### config.mk
export PLATFORM = sky130hd
export DESIGN_NAME = vga_text_timing
export DESIGN_NICKNAME = d
export VERILOG_FILES = /design/src/rtl/vga_text_timing.sv
export SDC_FILE = /design/constraint.sdc
export NUM_CORES = 1
export LEC_CHECK = 0
export CAP_MARGIN = 20
export CORE_MARGIN = 4
export CORE_UTILIZATION = 50
export DETAILED_ROUTE_END_ITERATION = 10
export GPL_ROUTABILITY_DRIVEN = 0
export GPL_TIMING_DRIVEN = 0
export PLACE_DENSITY = 0.82
export SETUP_SLACK_MARGIN = 0.1
export SLEW_MARGIN = 20
export SYNTH_ARGS = -nofsm -noshare
export SYNTH_HDL_FRONTEND = slang
export SYNTH_SLANG_ARGS = --single-unit
### constraint.sdc
create_clock -name pclk -period 4.1 [get_ports pclk]
set_input_delay 0.82 -clock pclk [delete_from_list [all_inputs] [get_ports pclk]]
set_output_delay 0.82 -clock pclk [all_outputs]
set_load 0.02 [all_outputs]
### src/rtl/vga_text_timing.sv
// Parametrised VGA raster and text-mode timing generator.
// Coordinates/indices are stage-0; sync, valid and colour trail them by PIPE cycles.
module vga_text_timing #(
    parameter int H_ACTIVE     = 640,
    parameter int H_FP         = 16,
    parameter int H_SYNC       = 96,
    parameter int H_BP         = 48,
    parameter int V_ACTIVE     = 480,
    parameter int V_FP         = 10,
    parameter int V_SYNC       = 2,
    parameter int V_BP         = 33,
    parameter int HSYNC_POL    = 0,
    parameter int VSYNC_POL    = 0,
    parameter int CHAR_W       = 9,
    parameter int CHAR_H       = 16,
    parameter int COLS         = 70,
    parameter int ROWS         = 30,
    parameter int PIPE         = 2,
    parameter int BLINK_FRAMES = 30
) (
    input  logic        pclk,
    input  logic        reset,
    input  logic [23:0] vga_data,
    output logic [9:0]  h_addr,
    output logic [9:0]  v_addr,
    output logic [7:0]  char_col,
    output logic [7:0]  char_row,
    output logic [3:0]  glyph_x,
    output logic [3:0]  glyph_y,
    output logic        text_valid,
    output logic        line_start,
    output logic        frame_start,
    output logic        blink,
    output logic        hsync,
    output logic        vsync,
    output logic        valid,
    output logic [7:0]  vga_r,
    output logic [7:0]  vga_g,
    output logic [7:0]  vga_b
);

    localparam int H_TOTAL = H_ACTIVE + H_FP + H_SYNC + H_BP;
    localparam int V_TOTAL = V_ACTIVE + V_FP + V_SYNC + V_BP;

    localparam logic [9:0]  H_LAST     = 10'(H_TOTAL - 1);
    localparam logic [9:0]  V_LAST     = 10'(V_TOTAL - 1);
    localparam logic [9:0]  H_ACT      = 10'(H_ACTIVE);
    localparam logic [9:0]  V_ACT      = 10'(V_ACTIVE);
    localparam logic [9:0]  HS_FIRST   = 10'(H_ACTIVE + H_FP);
    localparam logic [9:0]  HS_LAST    = 10'(H_ACTIVE + H_FP + H_SYNC - 1);
    localparam logic [9:0]  VS_FIRST   = 10'(V_ACTIVE + V_FP);
    localparam logic [9:0]  VS_LAST    = 10'(V_ACTIVE + V_FP + V_SYNC - 1);
    localparam logic [9:0]  TEXT_W     = 10'(COLS * CHAR_W);
    localparam logic [9:0]  TEXT_H     = 10'(ROWS * CHAR_H);
    localparam logic [3:0]  GX_LAST    = 4'(CHAR_W - 1);
    localparam logic [3:0]  GY_LAST    = 4'(CHAR_H - 1);
    localparam logic [15:0] BLINK_LAST = 16'(BLINK_FRAMES - 1);
    localparam logic        HS_ON      = 1'(HSYNC_POL);
    localparam logic        VS_ON      = 1'(VSYNC_POL);

    logic [9:0]  r_x_cnt;
    logic [9:0]  r_y_cnt;
    logic [3:0]  r_glyph_x;
    logic [7:0]  r_char_col;
    logic [3:0]  r_glyph_y;
    logic [7:0]  r_char_row;
    logic [15:0] r_frame_cnt;
    logic        r_blink;

    logic        w_x_last;
    logic        w_y_last;
    logic [9:0]  w_x_next;
    logic [9:0]  w_y_next;
    logic        w_h_act;
    logic        w_v_act;
    logic        w_x_text_next;
    logic        w_y_text_next;
    logic        w_act0;
    logic        w_hs0;
    logic        w_vs0;
    logic [2:0]  w_stage0;
    logic [2:0]  w_dly;

    assign w_x_last = (r_x_cnt == H_LAST);
    assign w_y_last = (r_y_cnt == V_LAST);
    assign w_x_next = w_x_last ? 10'd0 : r_x_cnt + 10'd1;
    assign w_y_next = w_y_last ? 10'd0 : r_y_cnt + 10'd1;
    assign w_h_act  = (r_x_cnt < H_ACT);
    assign w_v_act  = (r_y_cnt < V_ACT);

    always_ff @(posedge pclk or posedge reset) begin
        if (reset) begin
            r_x_cnt <= 10'd0;
            r_y_cnt <= 10'd0;
        end else begin
            r_x_cnt <= w_x_next;
            if (w_x_last) begin
                r_y_cnt <= w_y_next;
            end
        end
    end

    // Index counters are loaded with the value belonging to the next pixel/line,
    // so they line up with x_cnt/y_cnt in the same cycle without any division.
    assign w_x_text_next = !w_x_last && (w_x_next < TEXT_W);
    assign w_y_text_next = !w_y_last && (w_y_next < TEXT_H);

    always_ff @(posedge pclk or posedge reset) begin
        if (reset) begin
            r_glyph_x  <= 4'd0;
            r_char_col <= 8'd0;
        end else if (!w_x_text_next) begin
            r_glyph_x  <= 4'd0;
            r_char_col <= 8'd0;
        end else if (r_glyph_x == GX_LAST) begin
            r_glyph_x  <= 4'd0;
            r_char_col <= r_char_col + 8'd1;
        end else begin
            r_glyph_x  <= r_glyph_x + 4'd1;
        end
    end

    always_ff @(posedge pclk or posedge reset) begin
        if (reset) begin
            r_glyph_y  <= 4'd0;
            r_char_row <= 8'd0;
        end else if (w_x_last) begin
            if (!w_y_text_next) begin
                r_glyph_y  <= 4'd0;
                r_char_row <= 8'd0;
            end else if (r_glyph_y == GY_LAST) begin
                r_glyph_y  <= 4'd0;
                r_char_row <= r_char_row + 8'd1;
            end else begin
                r_glyph_y  <= r_glyph_y + 4'd1;
            end
        end
    end

    assign h_addr   = w_h_act ? r_x_cnt : 10'd0;
    assign v_addr   = w_v_act ? r_y_cnt : 10'd0;
    assign glyph_x  = w_v_act ? r_glyph_x : 4'd0;
    assign char_col = w_v_act ? r_char_col : 8'd0;
    assign glyph_y  = r_glyph_y;
    assign char_row = r_char_row;

    // Stage-0 strobes are gated by reset so a PIPE=0 build still shows idle outputs.
    assign w_act0      = !reset && w_h_act && w_v_act;
    assign w_hs0       = !reset && (r_x_cnt >= HS_FIRST) && (r_x_cnt <= HS_LAST);
    assign w_vs0       = !reset && (r_y_cnt >= VS_FIRST) && (r_y_cnt <= VS_LAST);
    assign w_stage0    = {w_act0, w_hs0, w_vs0};
    assign text_valid  = w_act0 && (r_x_cnt < TEXT_W) && (r_y_cnt < TEXT_H);
    assign line_start  = !reset && (r_x_cnt == 10'd0) && w_v_act;
    assign frame_start = !reset && (r_x_cnt == 10'd0) && (r_y_cnt == 10'd0);

    generate
        if (PIPE == 0) begin : g_no_pipe
            assign w_dly = w_stage0;
        end else begin : g_pipe
            logic [2:0] r_dl [PIPE];
            always_ff @(posedge pclk or posedge reset) begin
                if (reset) begin
                    for (int i = 0; i < PIPE; i++) begin
                        r_dl[i] <= 3'b000;
                    end
                end else begin
                    r_dl[0] <= w_stage0;
                    for (int i = 1; i < PIPE; i++) begin
                        r_dl[i] <= r_dl[i-1];
                    end
                end
            end
            assign w_dly = r_dl[PIPE-1];
        end
    endgenerate

    assign valid = w_dly[2];
    assign hsync = w_dly[1] ? HS_ON : ~HS_ON;
    assign vsync = w_dly[0] ? VS_ON : ~VS_ON;
    assign vga_r = valid ? vga_data[23:16] : 8'd0;
    assign vga_g = valid ? vga_data[15:8]  : 8'd0;
    assign vga_b = valid ? vga_data[7:0]   : 8'd0;

    always_ff @(posedge pclk or posedge reset) begin
        if (reset) begin
            r_frame_cnt <= 16'd0;
            r_blink     <= 1'b0;
        end else if (frame_start) begin
            if (r_frame_cnt == BLINK_LAST) begin
                r_frame_cnt <= 16'd0;
                r_blink     <= ~r_blink;
            end else begin
                r_frame_cnt <= r_frame_cnt + 16'd1;
            end
        end
    end

    assign blink = r_blink;

endmodule

=== Word-level counts from Yosys, hierarchy flattened ===
Cells that the tools add are included.

* Register bits: 67
* Input port bits: 26
* Output and inout port bits: 75
* Word-level logic and storage cells: 74

* Add/subtract/negate cells: 7
* $lt $le $gt $ge: 9
* Equality and inequality tests: 7
* Multiplexer cells: 20
* Bitwise gates (word level): 1
* Reductions and logical operators: 20

{| class="wikitable"
|+ Operators with widths
! cell !! count
|-
| $mux W8 || 8
|-
| $mux W10 || 4
|-
| $lt A10 B10 Y1 const B || 3
|-
| $add A10 B1 Y10 const B || 2
|-
| $eq A10 B10 Y1 const B || 2
|-
| $logic_not A10 Y1 || 2
|-
| $lt A10 B9 Y1 const B || 2
|-
| $mux W4 || 5
|-
| $add A16 B1 Y16 const B || 1
|-
| $add A8 B1 Y8 const B || 2
|-
| $eq A16 B5 Y1 const B || 1
|-
| $mux W16 || 1
|-
| $logic_and A1 B1 Y1 || 13
|-
| $ge A10 B10 Y1 const B || 1
|-
| $ge A10 B9 Y1 const B || 1
|-
| $le A10 B10 Y1 const B || 1
|-
| $le A10 B9 Y1 const B || 1
|-
| $add A4 B1 Y4 const B || 2
|-
| $eq A4 B4 Y1 const B || 2
|-
| $ne A2 B1 Y1 const B || 2
|-
| $reduce_and A2 Y1 || 2
|-
| $logic_not A1 Y1 || 3
|-
| $mux W1 || 2
|-
| $not A1 Y1 || 1
|}

=== Longest topological paths before layout ===
Gate-level depths: netlist of run 1.

* Depth after elaboration: 6
* Depth in mapped cells: 10
* Mapped depth without buffers: 9

=== Least setup slack after synthesis of run 1 ===
OpenSTA, ideal clock, no wires.

* Kind: input-to-output
* From: in reset
* To: out text_valid
* Arrival time: 2.833 ns
* Data required time: 3.280 ns
* Path slack: 0.447 ns
* Cell stages on the path: 3
* Path buffers: 0
* Cells stage by stage: inv_1 > and3_1 > o31a_1

* Word-level cells in the longest chain between the ends: 5

{| class="wikitable"
|+ Ends and longest elaborated chain
! item !! RTL line !! text
|-
| start: declaration || 22 || <nowiki>input logic reset,</nowiki>
|-
| $logic_not A1 Y1 (no line) || - ||
|-
| $logic_and A1 B1 Y1 (2 in series) || 148 || <nowiki>assign w_act0 = !reset && w_h_act && w_v_act;</nowiki>
|-
| via w_act0 || 78 || <nowiki>logic w_act0;</nowiki>
|-
| $logic_and A1 B1 Y1 (2 in series) || 152 || <nowiki>assign text_valid = w_act0 && (r_x_cnt < TEXT_W) && (r_y_cnt < TEXT_H);</nowiki>
|-
| end: declaration || 30 || <nowiki>output logic text_valid,</nowiki>
|}

The timed path passes the listed nets, and every way through them passes these cells.

=== Worst setup path after layout of run 1 ===
* From: in reset
* To: out frame_start

* Word-level cells in the longest chain between the ends: 3

{| class="wikitable"
|+ Ends and longest elaborated chain
! item !! RTL line !! text
|-
| $logic_not A1 Y1 (no line) || - ||
|-
| $logic_and A1 B1 Y1 (2 in series) || 154 || <nowiki>assign frame_start = !reset && (r_x_cnt == 10'd0) && (r_y_cnt == 10'd0);</nowiki>
|-
| end: declaration || 32 || <nowiki>output logic frame_start,</nowiki>
|}

Every way passes these cells.

==> impl_metrics.env, run 1 <==
export IMPL_critPathLaunchType="input pin"
export IMPL_vias=3580
export IMPL_syn2layout_area_growth_pct=34.0
export IMPL_first_pass_iters=4
export IMPL_ioPinCount=101
export IMPL_setup_slack_ns=0.536
export IMPL_instances_no_fill=654
export IMPL_max_freq_mhz=281
export IMPL_p_sw_share_pct=22.9
export IMPL_vdd_drop_max_mv=0.155
export IMPL_clk_latency_ns=0.34
export IMPL_drc_errors=0
export IMPL_syn_inst=436
export IMPL_cp_endpoint="frame_start"
export IMPL_diodes=0
export IMPL_regToRegSetupSlack_ns=1.52
export IMPL_finalCoreUtilization_pct=68.7
export IMPL_yosys_area_top_type="dfrtp_1"
export IMPL_overflow=0
export IMPL_yosys_warnings=0
export IMPL_grt_pass1_vias=3481
export IMPL_cts_buffer_depth=2
export IMPL_fin_nets=585
export IMPL_antenna_found_initial=0
export IMPL_cap_viol_max_count=0
export IMPL_cp_arrival_ns=2.74
export IMPL_seqPwrFrac_pct=50.6
export IMPL_cp_data_required_time_ns=3.28
export IMPL_grt_pass1_wl_um=16400
export IMPL_dpl_hpwl_um=7060
export IMPL_synth_common_cells="dfrtp_1, and2_1, nand2_1, nor2_1, xnor2_1"
export IMPL_tightest_slew_ns=0.611
export IMPL_skew_ns=0.00954
export IMPL_min_path_type="flop to flop"
export IMPL_ys_flop_type="dfrtp_1"
export IMPL_critPathCaptureType="primary output"
export IMPL_syn_avg_cell_area_um2=9.09
export IMPL_rsz0062_at_grt="no"
export IMPL_hold_violations=0
export IMPL_drtIter0Drc=165
export IMPL_setup_viol=0
export IMPL_routed_wl_um=9680
export IMPL_crit_start="reset"
export IMPL_p_clk_share_pct=41.7
export IMPL_rows=32
export IMPL_fin_tns_setup_ns=0
export IMPL_status="finished clean"
export IMPL_vias_per_cell=5.47
export IMPL_drive_gt1_share_pct=6.70
export IMPL_grt_usage_pct=20.7
export IMPL_synth_edf_count=0
export IMPL_drv_slew=0
export IMPL_root_buffer="clkbuf_8"
export IMPL_combPwrFrac_pct=7.7
export IMPL_slew_headroom_pct=58.8
export IMPL_antenna_left=0
export IMPL_reg2reg_depth=9
export IMPL_r2r_start="r_x_cnt[1]$_DFF_PP0_"
export IMPL_die_h_um=97.1
export IMPL_cts_sinks=67
export IMPL_start_util_pct=51.3
export IMPL_yosysMostFrequentCell="dfrtp_1"
export IMPL_cts_buffers=9
export IMPL_synth_top_area_share_pct=42.3
export IMPL_synth_nets=474
export IMPL_port_buffers=99
export IMPL_clkTransAtPathRegs_ns=0.07
export IMPL_placed_cells=638
export IMPL_die_area_mm2=0.00942
export IMPL_pre_cts_ws_ns=0.196
export IMPL_crit_type="input pin to primary output"
export IMPL_cts_max_level=3
export IMPL_powerDensity_mw_per_mm2=247
export IMPL_synth_area_leaders="dfrtp_1, and2_1, xnor2_1, ha_1, nand2_1"
export IMPL_coreArea_mm2=0.00773
export IMPL_cts_tree="done"
export IMPL_grt_max_degree=59
export IMPL_r2r_end="r_char_col[2]$_DFFE_PP0P_"
export IMPL_leakage_nw=2.25
export IMPL_finalCriticalPeriod_ns=3.56
export IMPL_die_w_um=97.1
export IMPL_switchingPower_w=0.000300
export IMPL_power_w=0.00131
export IMPL_yosysSeqAreaShare_pct=42.3
export IMPL_ys_async_sr_fraction_pct=100
export IMPL_netlist_area_mm2=0.00397
export IMPL_synthDistinctLibCells=57
export IMPL_cp_max_fo=7
export IMPL_synth_seq_cells=67
export IMPL_wl_per_cell_um=14.8
export IMPL_intPower_w=0.00101
export IMPL_layout_worst_path_cycle_share_pct=86.9
## layout by cell type, fill, tap and decap left out, types with 2 or more instances in the layout
cell type	instances
mux2i_1	4
o21ai_1	12
clkbuf_1	15
o22ai_1	2
clkinvlp_4	2
nand3_2	2
or3_1	3
ha_1	12
a22o_1	3
nand2_1	37
nand4_1	18
clkdlybuf4s50_1	98
buf_6	2
xor2_1	12
dfrtp_1	67
nand3_1	14
nor3_1	21
buf_2	10
and4_1	5
inv_1	12
nor4_1	4
o21ai_0	12
a21oi_1	9
and3_1	6
and2_1	53
nor2_1	31
a31oi_1	2
xnor2_1	22
clkinv_2	2
nor4bb_1	2
clkbuf_8	10
nand2b_1	2
o31ai_1	5
a21o_1	2
nor2b_1	10
## power groups by stage
stage               Clock (W)  Sequential [W]  Combinational, W
floorplan                   0        0.000678         0.0000423
global placement            0        0.000677         0.0000978
detailed placement          0        0.000677          0.000103
CTS                  0.000559        0.000665          0.000103
global route         0.000589        0.000665          0.000109
finish               0.000548        0.000665          0.000101
## kinds of logic (layout without fill, tap and decap cells)
kind of cell	after synthesis	after routing	share of synthesized area, %
multiplexers	5	5	1.39
flip-flops	67	67	42.3
adder cells (fa/ha/maj)	12	12	3.79
AO/OA/AOI/OAI	58	58	9.15
buffers and inverters	41	157	4.70
other	1	1	0.0946
XOR/XNOR	34	34	7.51
AND/OR/NAND/NOR	218	218	31.1
## worst min-delay path by stage
stage,start,endpoint,cells past startpoint
after floorplan,g_pipe.r_dl[3]$_DFF_PP0_,w_dly[0]$_DFF_PP0_,0
after global placement,g_pipe.r_dl[5]$_DFF_PP0_,w_dly[2]$_DFF_PP0_,0
after CTS,g_pipe.r_dl[4]$_DFF_PP0_,w_dly[1]$_DFF_PP0_,0
after detailed placement,g_pipe.r_dl[4]$_DFF_PP0_,w_dly[1]$_DFF_PP0_,0
final,g_pipe.r_dl[4]$_DFF_PP0_,w_dly[1]$_DFF_PP0_,0
after global routing,g_pipe.r_dl[4]$_DFF_PP0_,w_dly[1]$_DFF_PP0_,0
## flip-flops by register name (all words and copies together), names as in the netlist
register and flops:
r_frame_cnt 16, r_x_cnt 10, r_y_cnt 10, char_row 8
r_char_col 8, glyph_y 4, r_glyph_x 4, g_pipe.r_dl 3
w_dly 3, blink 1
## routing by layer
metal	GRT usage [%]	vias up	share of wire [%]
met4	6.59	0	1.4
met5	0	-	0
met2	34.6	135	48
met1	26.6	1706	45
met3	4.74	16	5.8
li1	-	1723	-
## stage by stage
stage / hold WS, ns / instance area, µm²
4_1_cts: 0.354 / 5310
3_5_place_dp: 0.338 / 5110
5_1_grt: 0.356 / 5310
2_1_floorplan: 0.331 / 3970
6_report: 0.352 / 5310
3_3_place_gp: 0.332 / 5080
## critical path, stage by stage
cell and delay, ns:
dlymetal6s2s_1 0.22, nor4b_4 0.28, nand4_1 0.17, or3_1 0.39
buf_6 0.16, clkinv_2 0.09, clkdlybuf4s50_1 0.61
## layout make-up
class	instances	area, µm²
Fill cell	588	2420
Multi-Input combinational cell	328	2100
Sequential cell	67	1680
Timing Repair Buffer	100	1020
Clock buffer	12	145
Buffer	27	133
Tap cell	102	128
Inverter	14	56.3
Clock inverter	4	50.0
## repair_timing
| action | 4_1_cts | 5_1_grt |
|---|---|---|
| endpoints found under the setup margin | 0 | 1 |
| gates resized for setup | 0 | 1 |
| hold buffers | 0 | 0 |
| buffers inserted | 0 | 0 |
Note: power is estimated with default switching activity, not from simulation.
==> run 2, diff against run 1 <==
--- a/config.mk
+++ b/config.mk
@@ -6,6 +6,7 @@
 export NUM_CORES = 1
 export LEC_CHECK = 0
 export CAP_MARGIN = 20
+export CORE_ASPECT_RATIO = 1.4
 export CORE_MARGIN = 4
 export CORE_UTILIZATION = 50
 export DETAILED_ROUTE_END_ITERATION = 10
@@ -13,6 +14,7 @@
 export GPL_TIMING_DRIVEN = 0
 export PLACE_DENSITY = 0.82
 export SETUP_SLACK_MARGIN = 0.1
+export SKIP_LAST_GASP = 1
 export SLEW_MARGIN = 20
 export SYNTH_ARGS = -nofsm -noshare
 export SYNTH_HDL_FRONTEND = slang
==> run 2 against run 1 <==
Net effect: hold slack got worse by 0.0064 ns; critical endpoint unchanged; highest routed layer unchanged; routed wire length is 0.95% higher; via count rose by 0.34%; setup slack lost 0.31 ns.
==> impl_metrics.env, run 2 (same netlist as run 1, synthesis figures left out) <==
export IMPL_status="finished clean"
export IMPL_regToRegSetupSlack_ns=1.47
export IMPL_first_pass_iters=4
export IMPL_cts_max_level=3
export IMPL_slew_headroom_pct=60.4
export IMPL_vias=3592
export IMPL_hold_violations=0
export IMPL_reg_top3="r_frame_cnt (16), r_x_cnt (10), r_y_cnt (10)"
export IMPL_cap_viol_max_count=0
export IMPL_final_common_cell="clkdlybuf4s50_1"
export IMPL_setup_slack_ns=0.225
export IMPL_antenna_found_initial=0
export IMPL_critPathLaunchType="input pin"
export IMPL_placed_cells=636
export IMPL_antenna_left=0
export IMPL_port_buffers=99
export IMPL_clk_latency_ns=0.35
export IMPL_grt_pass1_vias=3556
export IMPL_crit_path_frequent_cell="clkdlybuf4s50_1"
export IMPL_pre_cts_ws_ns=0.197
export IMPL_max_freq_mhz=258
export IMPL_root_buffer="clkbuf_8"
export IMPL_grt_pass1_wl_um=16600
export IMPL_setup_viol=0
export IMPL_die_area_mm2=0.00944
export IMPL_layout_worst_path_cycle_share_pct=94.5
export IMPL_drc_errors=0
export IMPL_worstHoldStart="g_pipe.r_dl[5]$_DFF_PP0_"
export IMPL_largest_reg_flops=16
export IMPL_top_register="r_frame_cnt"
export IMPL_fin_nets=585
export IMPL_cts_tree="done"
export IMPL_drtIter0Drc=263
export IMPL_grt_usage_pct=21.6
export IMPL_drive_gt1_share_pct=6.02
export IMPL_diodes=0
export IMPL_fin_tns_setup_ns=0
export IMPL_cp_endpoint="frame_start"
export IMPL_coreArea_mm2=0.00775
export IMPL_instances_no_fill=648
export IMPL_grt_max_degree=37
export IMPL_tightest_slew_ns=0.587
export IMPL_rsz0062_at_grt="no"
export IMPL_finalCriticalPeriod_ns=3.88
export IMPL_cts_buffers=9
export IMPL_cpMaxStageDelayCell="clkdlybuf4s50_1"
export IMPL_cp_top_family="buffers and inverters"
export IMPL_vdd_drop_max_mv=0.193
export IMPL_cp_depth=7
export IMPL_skew_ns=0.00981
export IMPL_critical_path_max_stage_delay_ns=0.61
export IMPL_power_w=0.00120
export IMPL_overflow=0
export IMPL_start_util_pct=51.2
export IMPL_cp_data_required_time_ns=3.28
export IMPL_cts_sinks=67
export IMPL_hold_ws_ns=0.346
export IMPL_dpl_hpwl_um=7230
export IMPL_leakage_nw=2.22
export IMPL_cp_arrival_ns=3.06
export IMPL_cp_max_fo=7
export IMPL_routed_wl_um=9770
export IMPL_drv_slew=0
export IMPL_postCtsSetupRepairBufs=0
export IMPL_crit_buf_inv=4
export IMPL_die_h_um=113
export IMPL_syn2layout_area_growth_pct=32.2
export IMPL_crit_type="input pin to primary output"
export IMPL_r2r_end="r_char_col[4]$_DFFE_PP0P_"
export IMPL_critPathCaptureType="primary output"
export IMPL_wl_per_cell_um=15.1
export IMPL_die_w_um=83.3
export IMPL_crit_start="reset"
export IMPL_rows=38
export IMPL_r2r_start="r_x_cnt[0]$_DFF_PP0_"
export IMPL_final_cell_mix="clkdlybuf4s50_1, dfrtp_1, and2_1, nand2_1, nor2_1"
export IMPL_cts_hold_fix_buffers=0
export IMPL_ioPinCount=101
export IMPL_cts_buffer_depth=2
export IMPL_vias_per_cell=5.54
export IMPL_min_path_type="flop to flop"
export IMPL_powerDensity_mw_per_mm2=229
export IMPL_clkTransAtPathRegs_ns=0.07
export IMPL_reg2reg_depth=9
export IMPL_crit_chain="clkdlybuf4s50_1, nor4b_4, nand4_1, or3_1, buf_6, clkinv_2, clkdlybuf4s50_1"
export IMPL_post_cts_resize_count=0
-- run 2: final cells by class --
cell class	instances	area [µm²]
inverters	14	56.3
clock buffers	11	131
plain buffers	27	133
fillers	644	2510
well taps	100	125
clock inverters	1	5.00
flip-flops and latches	67	1680
repair buffers	100	1010
multi-input cells	328	2100
-- run 2: worst min-delay path by stage --
stage / cells past startpoint / endpoint / slack (ns)
after floorplan: 0 / w_dly[0]$_DFF_PP0_ / 0.33
after global placement: 0 / w_dly[0]$_DFF_PP0_ / 0.34
after detailed placement: 0 / w_dly[1]$_DFF_PP0_ / 0.34
after CTS: 0 / w_dly[2]$_DFF_PP0_ / 0.35
after global routing: 0 / w_dly[1]$_DFF_PP0_ / 0.36
final: 0 / w_dly[2]$_DFF_PP0_ / 0.35
-- run 2: report_power, final --
part           internal [W]  switching [W]
sequential         0.000663     0.00000199
clock              0.000205       0.000231
combinational     0.0000534      0.0000471
-- run 2: metal layers --
metal | up-vias | routed length (µm) | global-route usage (%) | share of wire [%]
li1 | 1714 | - | - | -
met5 | - | 0 | 0 | 0
met4 | 0 | 146 | 7.52 | 1.5
met3 | 11 | 545 | 5.10 | 5.6
met2 | 137 | 4890 | 38.0 | 50
met1 | 1730 | 4190 | 25.7 | 43
-- run 2: stage by stage --
step                      cell area [µm²]  util [%]
after floorplan                      3970         -
after global placement               5080      65.6
after detailed placement             5100      65.9
after CTS                            5240      67.6
after global routing                 5240      67.6
final                                5240      67.6
==> run 3, diff against run 2 <==
--- a/config.mk
+++ b/config.mk
@@ -8,11 +8,10 @@
 export CAP_MARGIN = 20
 export CORE_ASPECT_RATIO = 1.4
 export CORE_MARGIN = 4
-export CORE_UTILIZATION = 50
+export CORE_UTILIZATION = 53
 export DETAILED_ROUTE_END_ITERATION = 10
 export GPL_ROUTABILITY_DRIVEN = 0
-export GPL_TIMING_DRIVEN = 0
-export PLACE_DENSITY = 0.82
+export PLACE_DENSITY = 0.87
 export SETUP_SLACK_MARGIN = 0.1
 export SKIP_LAST_GASP = 1
 export SLEW_MARGIN = 20
==> constraint.sdc (replaced) <==
create_clock -name pclk -period 5 [get_ports pclk]
set_input_delay 1 -clock pclk [delete_from_list [all_inputs] [get_ports pclk]]
set_output_delay 1 -clock pclk [all_outputs]
set_load 0.02 [all_outputs]
==> run 3 against run 2 <==
Net effect: cell area shrank 1.9%; hold slack gained 0.0097 ns; die area shrank 5.2%; largest power group unchanged; clock skew fell by 0.0027 ns; clock power is 10% lower; non-clock buffer count shrank 24; critical path type unchanged; count of clock-buffer cells in the layout unchanged; final cell count is 3.9% lower; critical endpoint unchanged; total power fell by 15%; routed wire length is 6.3% lower.
==> impl_metrics.env, run 3 (same netlist as run 1, synthesis figures left out) <==
export IMPL_status="finished clean"
export IMPL_combPwrFrac_pct=7.7
export IMPL_crit_buf_inv=3
export IMPL_crit_chain="clkdlybuf4s50_1, nor4b_4, nand4_1, or3_1, clkinv_2, clkdlybuf4s50_1"
export IMPL_ioPinCount=101
export IMPL_r2r_start="r_x_cnt[0]$_DFF_PP0_"
export IMPL_syn2layout_area_growth_pct=29.7
export IMPL_diodes=0
export IMPL_crit_start="reset"
export IMPL_cts_sinks=67
export IMPL_vias_per_cell=5.46
export IMPL_antenna_found_initial=0
export IMPL_cts_tree="done"
export IMPL_final_cell_mix="clkdlybuf4s50_1, dfrtp_1, and2_1, nand2_1, nor2_1"
export IMPL_reg2reg_depth=6
export IMPL_crit_type="input pin to primary output"
export IMPL_hold_ws_ns=0.355
export IMPL_start_util_pct=54.2
export IMPL_nFillCells=579
export IMPL_crit_path_frequent_cell="clkdlybuf4s50_1"
export IMPL_drc_errors=0
export IMPL_leakage_nw=2.17
export IMPL_worstHoldStart="g_pipe.r_dl[5]$_DFF_PP0_"
export IMPL_reg_top3="r_frame_cnt (16), r_x_cnt (10), r_y_cnt (10)"
export IMPL_cts_hold_fix_buffers=0
export IMPL_finalCriticalPeriod_ns=4.27
export IMPL_routed_wl_um=9160
export IMPL_power_w=0.00102
export IMPL_antenna_left=0
export IMPL_max_freq_mhz=234
export IMPL_powerDensity_mw_per_mm2=198
export IMPL_critPathLaunchType="input pin"
export IMPL_port_buffers=99
export IMPL_hold_violations=0
export IMPL_root_buffer="clkbuf_8"
export IMPL_intPower_w=0.000784
export IMPL_cp_depth=6
export IMPL_grt_max_degree=68
export IMPL_clk_latency_ns=0.34
export IMPL_first_pass_iters=4
export IMPL_cp_arrival_ns=3.27
export IMPL_cp_top_family="buffers and inverters"
export IMPL_drtIter0Drc=223
export IMPL_fin_tns_setup_ns=0
export IMPL_setup_viol=0
export IMPL_min_path_type="flop to flop"
export IMPL_top_register="r_frame_cnt"
export IMPL_post_cts_resize_count=0
export IMPL_whs_path_depth=0
export IMPL_die_area_mm2=0.00895
export IMPL_drv_slew=0
export IMPL_vias=3404
export IMPL_final_common_cell="clkdlybuf4s50_1"
export IMPL_die_h_um=110
export IMPL_largest_reg_flops=16
export IMPL_grt_pass1_wl_um=15000
export IMPL_postCtsSetupRepairBufs=0
export IMPL_rsz0062_at_grt="no"
export IMPL_skew_ns=0.00715
export IMPL_cp_max_fo=7
export IMPL_slew_headroom_pct=35.4
export IMPL_grt_usage_pct=21.5
export IMPL_overflow=0
export IMPL_cp_data_required_time_ns=4.00
export IMPL_cpMaxStageDelayCell="clkdlybuf4s50_1"
export IMPL_vdd_drop_max_mv=0.146
export IMPL_coreArea_mm2=0.00731
export IMPL_cts_buffer_depth=2
export IMPL_dpl_hpwl_um=6710
export IMPL_wl_per_cell_um=14.7
export IMPL_drive_gt1_share_pct=5.13
export IMPL_tightest_slew_ns=0.968
export IMPL_p_clk_share_pct=38.6
export IMPL_switchingPower_w=0.000233
export IMPL_rows=37
export IMPL_grt_pass1_vias=3253
export IMPL_critPathCaptureType="primary output"
export IMPL_fin_nets=561
export IMPL_cap_viol_max_count=0
export IMPL_clkTransAtPathRegs_ns=0.06
export IMPL_seqPwrFrac_pct=53.7
export IMPL_critical_path_max_stage_delay_ns=0.62
export IMPL_cts_max_level=3
export IMPL_p_sw_share_pct=22.9
export IMPL_cts_buffers=9
export IMPL_die_w_um=81.1
export IMPL_layout_worst_path_cycle_share_pct=85.4
## run 3: cell count changes in the layout (fill, tap and decap cells not counted), sizes merged
cell / previous run / this run
buf: 15 / 4
clkinv: 2 / 4
clkbuf: 24 / 11
## run 3: power by group through the flow
stage	logic (W)	registers, W	clock network (W)
CTS	0.0000796	0.000546	0.000405
global route	0.0000845	0.000547	0.000426
detailed placement	0.0000795	0.000557	0
finish	0.0000780	0.000546	0.000392
global placement	0.0000780	0.000556	0
floorplan	0.0000347	0.000556	0
## run 3: area by class of cell
type                       count  area, µm²  area share, %
clock buffer                  11        151           2.94
clock inverter                 3       15.0          0.292
inverter                      14       53.8           1.05
multi-input combinational    328       2100           40.9
sequential                    67       1680           32.6
tap                           97        121           2.36
timing repair buffer         103       1020           19.9
## run 3: through the flow
stage	area, µm²	setup slack [ns]	util, %	cells
2_1_floorplan	3970	0.987	-	436
3_3_place_gp	4970	0.808	68.0	609
3_5_place_dp	4970	0.733	68.0	609
4_1_cts	5140	0.723	70.3	623
5_1_grt	5140	0.653	70.3	623
6_report	5140	0.732	70.3	623
## run 3: layer usage
metal  part of all wire, %  GRT usage, %  vias up
li1                      -             -     1668
met1                    42          26.1     1597
met2                    48          34.9      115
met3                   7.2          5.20       24
met4                   2.9          11.7        0
met5                     0             0        -
## run 3: final timing paths
kind                                       endpoint  slack, ns
setup / recovery                        frame_start       0.73
hold / removal                   w_dly[2]$_DFF_PP0_       0.36
setup reg to reg             r_glyph_x[3]$_DFF_PP0_       2.14
hold reg to reg                  w_dly[2]$_DFF_PP0_       0.36
max in group asynchronous    r_y_cnt[7]$_DFFE_PP0P_       3.09
min in group asynchronous  g_pipe.r_dl[4]$_DFF_PP0_       1.40
